### config.mk
export PLATFORM = sky130hd
export DESIGN_NAME = fpu_cmp_pipe
export DESIGN_NICKNAME = d
export VERILOG_FILES = /design/src/rtl/fpu_cmp_pipe.sv
export SDC_FILE = /design/constraint.sdc
export NUM_CORES = 1
export LEC_CHECK = 0
export BUFFER_PORTS_ARGS = -buffer_cell sky130_fd_sc_hd__buf_2
export CELL_PAD_IN_SITES_DETAIL_PLACEMENT = 1
export CELL_PAD_IN_SITES_GLOBAL_PLACEMENT = 1
export CORE_MARGIN = 5
export CORE_UTILIZATION = 40
export DETAILED_ROUTE_END_ITERATION = 6
export PLACE_DENSITY_LB_ADDON = 0.2
export SETUP_SLACK_MARGIN = 0.3
export SLEW_MARGIN = 20
export SYNTH_ARGS = -nofsm -noshare
export SYNTH_HDL_FRONTEND = slang
export SYNTH_SLANG_ARGS = --single-unit
### constraint.sdc
create_clock -name clk -period 3.4 [get_ports clk]
set_input_delay 0.68 -clock clk [delete_from_list [all_inputs] [get_ports clk]]
set_output_delay 0.68 -clock clk [all_outputs]
set_load 0.005 [all_outputs]
### src/rtl/fpu_cmp_pipe.sv
// fpu_cmp_pipe: 2-stage pipelined floating-point compare / min / max unit
// with valid/ready backpressure and a pass-through tag.
// Optional feature macro: FPU_CMP_NAN_EN (NaN detection, UNORDERED result).
module fpu_cmp_pipe #(
  parameter int EXP_W = 8,
  parameter int MAN_W = 23,
  parameter int TAG_W = 4,
  localparam int W = 1 + EXP_W + MAN_W
) (
  input  logic             clk,
  input  logic             rst_n,
  input  logic             in_valid,
  output logic             in_ready,
  input  logic [W-1:0]     in_a,
  input  logic [W-1:0]     in_b,
  input  logic [1:0]       in_op,
  input  logic [TAG_W-1:0] in_tag,
  output logic             out_valid,
  input  logic             out_ready,
  output logic [W-1:0]     out_res,
  output logic [1:0]       out_code,
  output logic [TAG_W-1:0] out_tag
);

  typedef enum logic [1:0] {CODE_EQ, CODE_LT, CODE_GT, CODE_UN} code_e;
  typedef enum logic [1:0] {OP_CMP, OP_MIN, OP_MAX, OP_RSV} op_e;

  logic s1_valid, s2_valid;
  logic s1_adv, s2_adv;

  assign s2_adv    = !s2_valid || out_ready;
  assign s1_adv    = !s1_valid || s2_adv;
  assign in_ready  = rst_n && s1_adv;
  assign out_valid = s2_valid;

  // Stage-1 magnitude relation on the raw {exp,man} fields
  logic [W-2:0] mag_a, mag_b;
  assign mag_a = in_a[W-2:0];
  assign mag_b = in_b[W-2:0];

  logic [W-1:0]     s1_a, s1_b;
  op_e              s1_op;
  logic [TAG_W-1:0] s1_tag;
  logic             s1_mag_lt, s1_mag_eq, s1_za, s1_zb;
`ifdef FPU_CMP_NAN_EN
  localparam logic [W-1:0] QNAN = {1'b0, {EXP_W{1'b1}}, 1'b1, {(MAN_W-1){1'b0}}};
  logic s1_nan_a, s1_nan_b;
`endif

  // Stage 1: capture operands and precompute magnitude/zero/NaN flags
  always_ff @(posedge clk) begin
    if (!rst_n) begin
      s1_valid <= 1'b0;
    end else if (s1_adv) begin
      s1_valid <= in_valid;
      if (in_valid) begin
        s1_a      <= in_a;
        s1_b      <= in_b;
        s1_op     <= op_e'(in_op);
        s1_tag    <= in_tag;
        s1_mag_lt <= mag_a < mag_b;
        s1_mag_eq <= mag_a == mag_b;
        s1_za     <= mag_a == '0;
        s1_zb     <= mag_b == '0;
`ifdef FPU_CMP_NAN_EN
        s1_nan_a  <= (in_a[W-2:MAN_W] == '1) && (in_a[MAN_W-1:0] != '0);
        s1_nan_b  <= (in_b[W-2:MAN_W] == '1) && (in_b[MAN_W-1:0] != '0);
`endif
      end
    end
  end

  code_e        code;
  logic [W-1:0] res;
  logic         sa, sb, zero_pair;
  assign sa        = s1_a[W-1];
  assign sb        = s1_b[W-1];
  assign zero_pair = s1_za && s1_zb;

  // Stage-2 combinational: resolve sign/mode into code and selected result
  always_comb begin
    code = CODE_EQ;
    if (zero_pair)      code = CODE_EQ;
    else if (sa != sb)  code = sa ? CODE_LT : CODE_GT;
    else if (s1_mag_eq) code = CODE_EQ;
    else if (!sa)       code = s1_mag_lt ? CODE_LT : CODE_GT;
    else                code = s1_mag_lt ? CODE_GT : CODE_LT;
`ifdef FPU_CMP_NAN_EN
    if (s1_nan_a || s1_nan_b) code = CODE_UN;
`endif

    res = '0;
    case (s1_op)
      OP_MIN: begin
        res = (code == CODE_GT) ? s1_b : s1_a;
        if (zero_pair && (sa != sb)) res = sa ? s1_a : s1_b;
      end
      OP_MAX: begin
        res = (code == CODE_LT) ? s1_b : s1_a;
        if (zero_pair && (sa != sb)) res = sa ? s1_b : s1_a;
      end
      default: res[1:0] = code;
    endcase
`ifdef FPU_CMP_NAN_EN
    if (s1_op == OP_MIN || s1_op == OP_MAX) begin
      if (s1_nan_a && s1_nan_b) res = QNAN;
      else if (s1_nan_a)        res = s1_b;
      else if (s1_nan_b)        res = s1_a;
    end
`endif
  end

  // Stage 2: registered outputs, held while the consumer stalls
  always_ff @(posedge clk) begin
    if (!rst_n) begin
      s2_valid <= 1'b0;
      out_res  <= '0;
      out_code <= '0;
      out_tag  <= '0;
    end else if (s2_adv) begin
      s2_valid <= s1_valid;
      if (s1_valid) begin
        out_res  <= res;
        out_code <= code;
        out_tag  <= s1_tag;
      end
    end
  end

endmodule
==> results.md <==
- Status: completed
- Post-synthesis sequential area ratio: between 50% and 60%
- CTS tree: done
- Power share of the clock group: ~50%
- Die ar.: ~17,000 um^2
- Drt first pass iters: 4
- Cts hold-fix bufs: 0
- IO Count: 114
- FF-to-FF End: out_res[15]
- Max Freq: 0.380 GHz
- Comb pwr share: ~10%
- Met1 wire length: a little under 8000 um
- CP Launch Type: flop
- Arrival time worst endpoint: between 2 and 3 ns
- Place WS: about 0.76 ns
- Worst EP required: 3.74 ns
- Die W: 131 um
- Die height: between 100 and 150 um
- Ant diodes: 0
- Root buf cell: clkbuf_16
- Port Buf Inserts: approximately 110
- Vias per cell: 5.73
- Total grt overflow: 0
- Via count: approximately 4,900
- Post-synth cell types: 49
- Hold wc startpoint: in_tag[2]
- GRT Total Usage: between 20 and 25%
- Largest net degree at the start of global routing: 30
- DR DRC count: 0
- Slew Limit Fails: 0
- Clock sinks: 114
- NumNets Final: 763
- Worst Skew: about 0.008 ns
- Final ANT Viol Nets: 0
- Fin crit share: between 70% and 80%
- Asr flop ratio synth: 0%
- Cell Area, Synth: ~6000 um^2
- Hold Path Class: in -> reg
- Post-CTS sizing: 0
- Internal power: 2920 uW
- Ys flop type: edfxtp_1
- Top cell type's share of synthesized area: between 30% and 40%
- Net load switching power: 883 uW
- Number of synthesized register bits: roughly 110
- Worst r2r src: s1_a[31]
- FF-to-FF setup slack: slightly below 0.8 ns
- H-tree Lvls: 4
- Initial antenna violation count: 0
- Tot Pwr: around 3800 uW
- Max IR drop VDD: 0.324 mV
- First-pass GRT wire length: 28,500 um
- Final setup viols: 0
- DRC marker count from the first detailed-route iteration: between 300 and 400
- Avg WL per Cell: 21.2 um
- Top Metal Used: met4
- Critical path capture point type: flop
- Top cell type by total area after synthesis: edfxtp_1
- Reg power frac: 41.1%
- Ys Warns: 0
- Worst-path fanout max: 17
- Pwr/cell area: 526 nW/um^2
- Area Overhead vs Synth: 23.4%
- Most common cell after layout, fill and taps aside: buf_2
- CP startpoint: s1_a[31]
- Hold Vio Cnt, Final: 0
- Vias in the first global route: between 5,000 and 6,000
- Synth area leaders: edfxtp_1 (38%), dfxtp_1 (14%), ha_1 (7.5%), mux2i_1 (4.8%), a21o_1 (3.8%)
- Sum of negative setup slack: 0 ns
- Synth Instances: 537
- Clk buf depth: 2
- Layout cell share with drive strength beyond 1: 26.5%
- WL met3: between 800 and 900 um
- Number of flops mapped to enable cells by yosys: 74
- RSZ-0062 raised after global routing: false
- Final wirelength: about 18,000 um
- Worst hold path depth: 1
- Max_cap viols: 0
- Most frequent cells in the layout: buf_2 (113), edfxtp_1 (74), nand2_1 (47)
- Setup bufs post-CTS: 0
- CTS buffer count: 17
- Met2 routed WL: about 9200 um
- Reg2Reg Depth: 8
- Clock slew at reported path FFs: 0.05 ns
- Worst slew pin tran: approximately 0.67 ns
- Std cell rows: 44
- Slew headroom: 55.3%
- Dpl hpwl: approximately 13,000 um
- Final worst slack: roughly 0.77 ns
- Critical path class: reg -> reg
- Placer Congestion: about 0.8
- Synthesized netlist net count: 646
- Mapped Avg Cell Area: 10.9 um^2
- Area of the core: ~14,000 um^2
- Hold EP: s1_tag[2]
- Switching part of the total: between 20 and 25%
- Worst-Skew Late Latency: ~0.42 ns
- Min Tclk post-route: 2.63 ns
- P_leak: 0.00304 uW
- Initial Utilization: between 40 and 50%
metrics by stage:
| step | area [um^2] | hold WS, ns | utilization (%) | std cells |
|---|---|---|---|---|
| 2_1_floorplan | 5860 | 0.460 | - | 537 |
| 3_3_place_gp | 6620 | 0.446 | 45.9 | 819 |
| 3_5_place_dp | 6620 | 0.460 | 45.9 | 819 |
| 4_1_cts | 7230 | 0.425 | 50.1 | 851 |
| 5_1_grt | 7230 | 0.422 | 50.1 | 851 |
| 6_report | 7230 | 0.442 | 50.1 | 851 |
metal layers:
layer,track usage [%],vias up
met5,0,-
met4,8.71,0
met3,4.92,25
met2,37.8,138
met1,27.2,2460
li1,-,2257
registers in the layout, indices dropped and copies added, names as in the netlist:
signal / count
out_res: 32
s1_tag: 4
s1_b: 32
out_tag: 4
s1_za: 1
s1_zb: 1
out_code: 2
out_valid: 1
s1_valid: 1
s1_mag_eq: 1
s1_a: 32
s1_op: 2
s1_mag_lt: 1
final cells by class:
type	count	area [um^2]
fill	1617	7190
sequential	114	3020
multi-input combinational	358	2540
timing repair buffer	126	688
clock buffer	20	447
tap	184	230
clock inverter	12	163
inverter	37	139
synthesized netlist by cell type, drive strengths merged (2+ instances only):
| cell type | count |
|---|---|
| nor4 | 15 |
| nand2b | 3 |
| a41o | 2 |
| a31oi | 2 |
| a211oi | 3 |
| and3 | 2 |
| nor2 | 4 |
| nor3 | 5 |
| a21o | 30 |
| nand4 | 15 |
| o211ai | 32 |
| o21a | 2 |
| a211o | 3 |
| ha | 35 |
| mux2i | 28 |
| nand2 | 48 |
| o2111ai | 2 |
| nand3b | 3 |
| o221ai | 2 |
| inv | 37 |
| and2 | 3 |
| a21boi | 8 |
| edfxtp | 74 |
| a21oi | 20 |
| buf | 11 |
| clkbuf | 17 |
| dfxtp | 40 |
| nor2b | 5 |
| o21ai | 38 |
| nand3 | 40 |
critical path, stage by stage (launching register included):
cell	delay, ns
edfxtp_1	0.39
inv_1	0.18
ha_1	0.40
nor2b_4	0.24
and3_1	0.57
buf_4	0.35
o21ai_0	0.13
a21o_1	0.20
o211ai_1	0.07
logic make-up after synthesis:
logic type | Yosys count | synth area share (%)
buf+inv | 65 | 5.12
flops | 114 | 51.6
mux | 28 | 4.78
compound gates | 149 | 18.2
simple gates | 146 | 12.8
fa+ha+maj | 35 | 7.47
worst max-delay path by stage:
| stage | endpoint | slack, ns | cells after the start |
|---|---|---|---|
| floorplan | s1_a[0] | 0.97 | 3 |
| global placement | s1_mag_lt | 0.83 | 8 |
| global route | out_res[11] | 0.54 | 8 |
| finish | out_res[15] | 0.77 | 8 |
| detailed placement | s1_mag_lt | 0.76 | 8 |
| CTS | out_res[21] | 0.74 | 8 |
power by group through the flow:
stage	Sequential [uW]	Combinational (uW)	Clock [uW]
4_1_cts	1560	394	1870
5_1_grt	1570	432	1950
2_1_floorplan	1590	223	0
3_3_place_gp	1590	375	0
6_report	1560	391	1850
3_5_place_dp	1590	388	0
No activity file was read; power rests on OpenSTA's default activity.
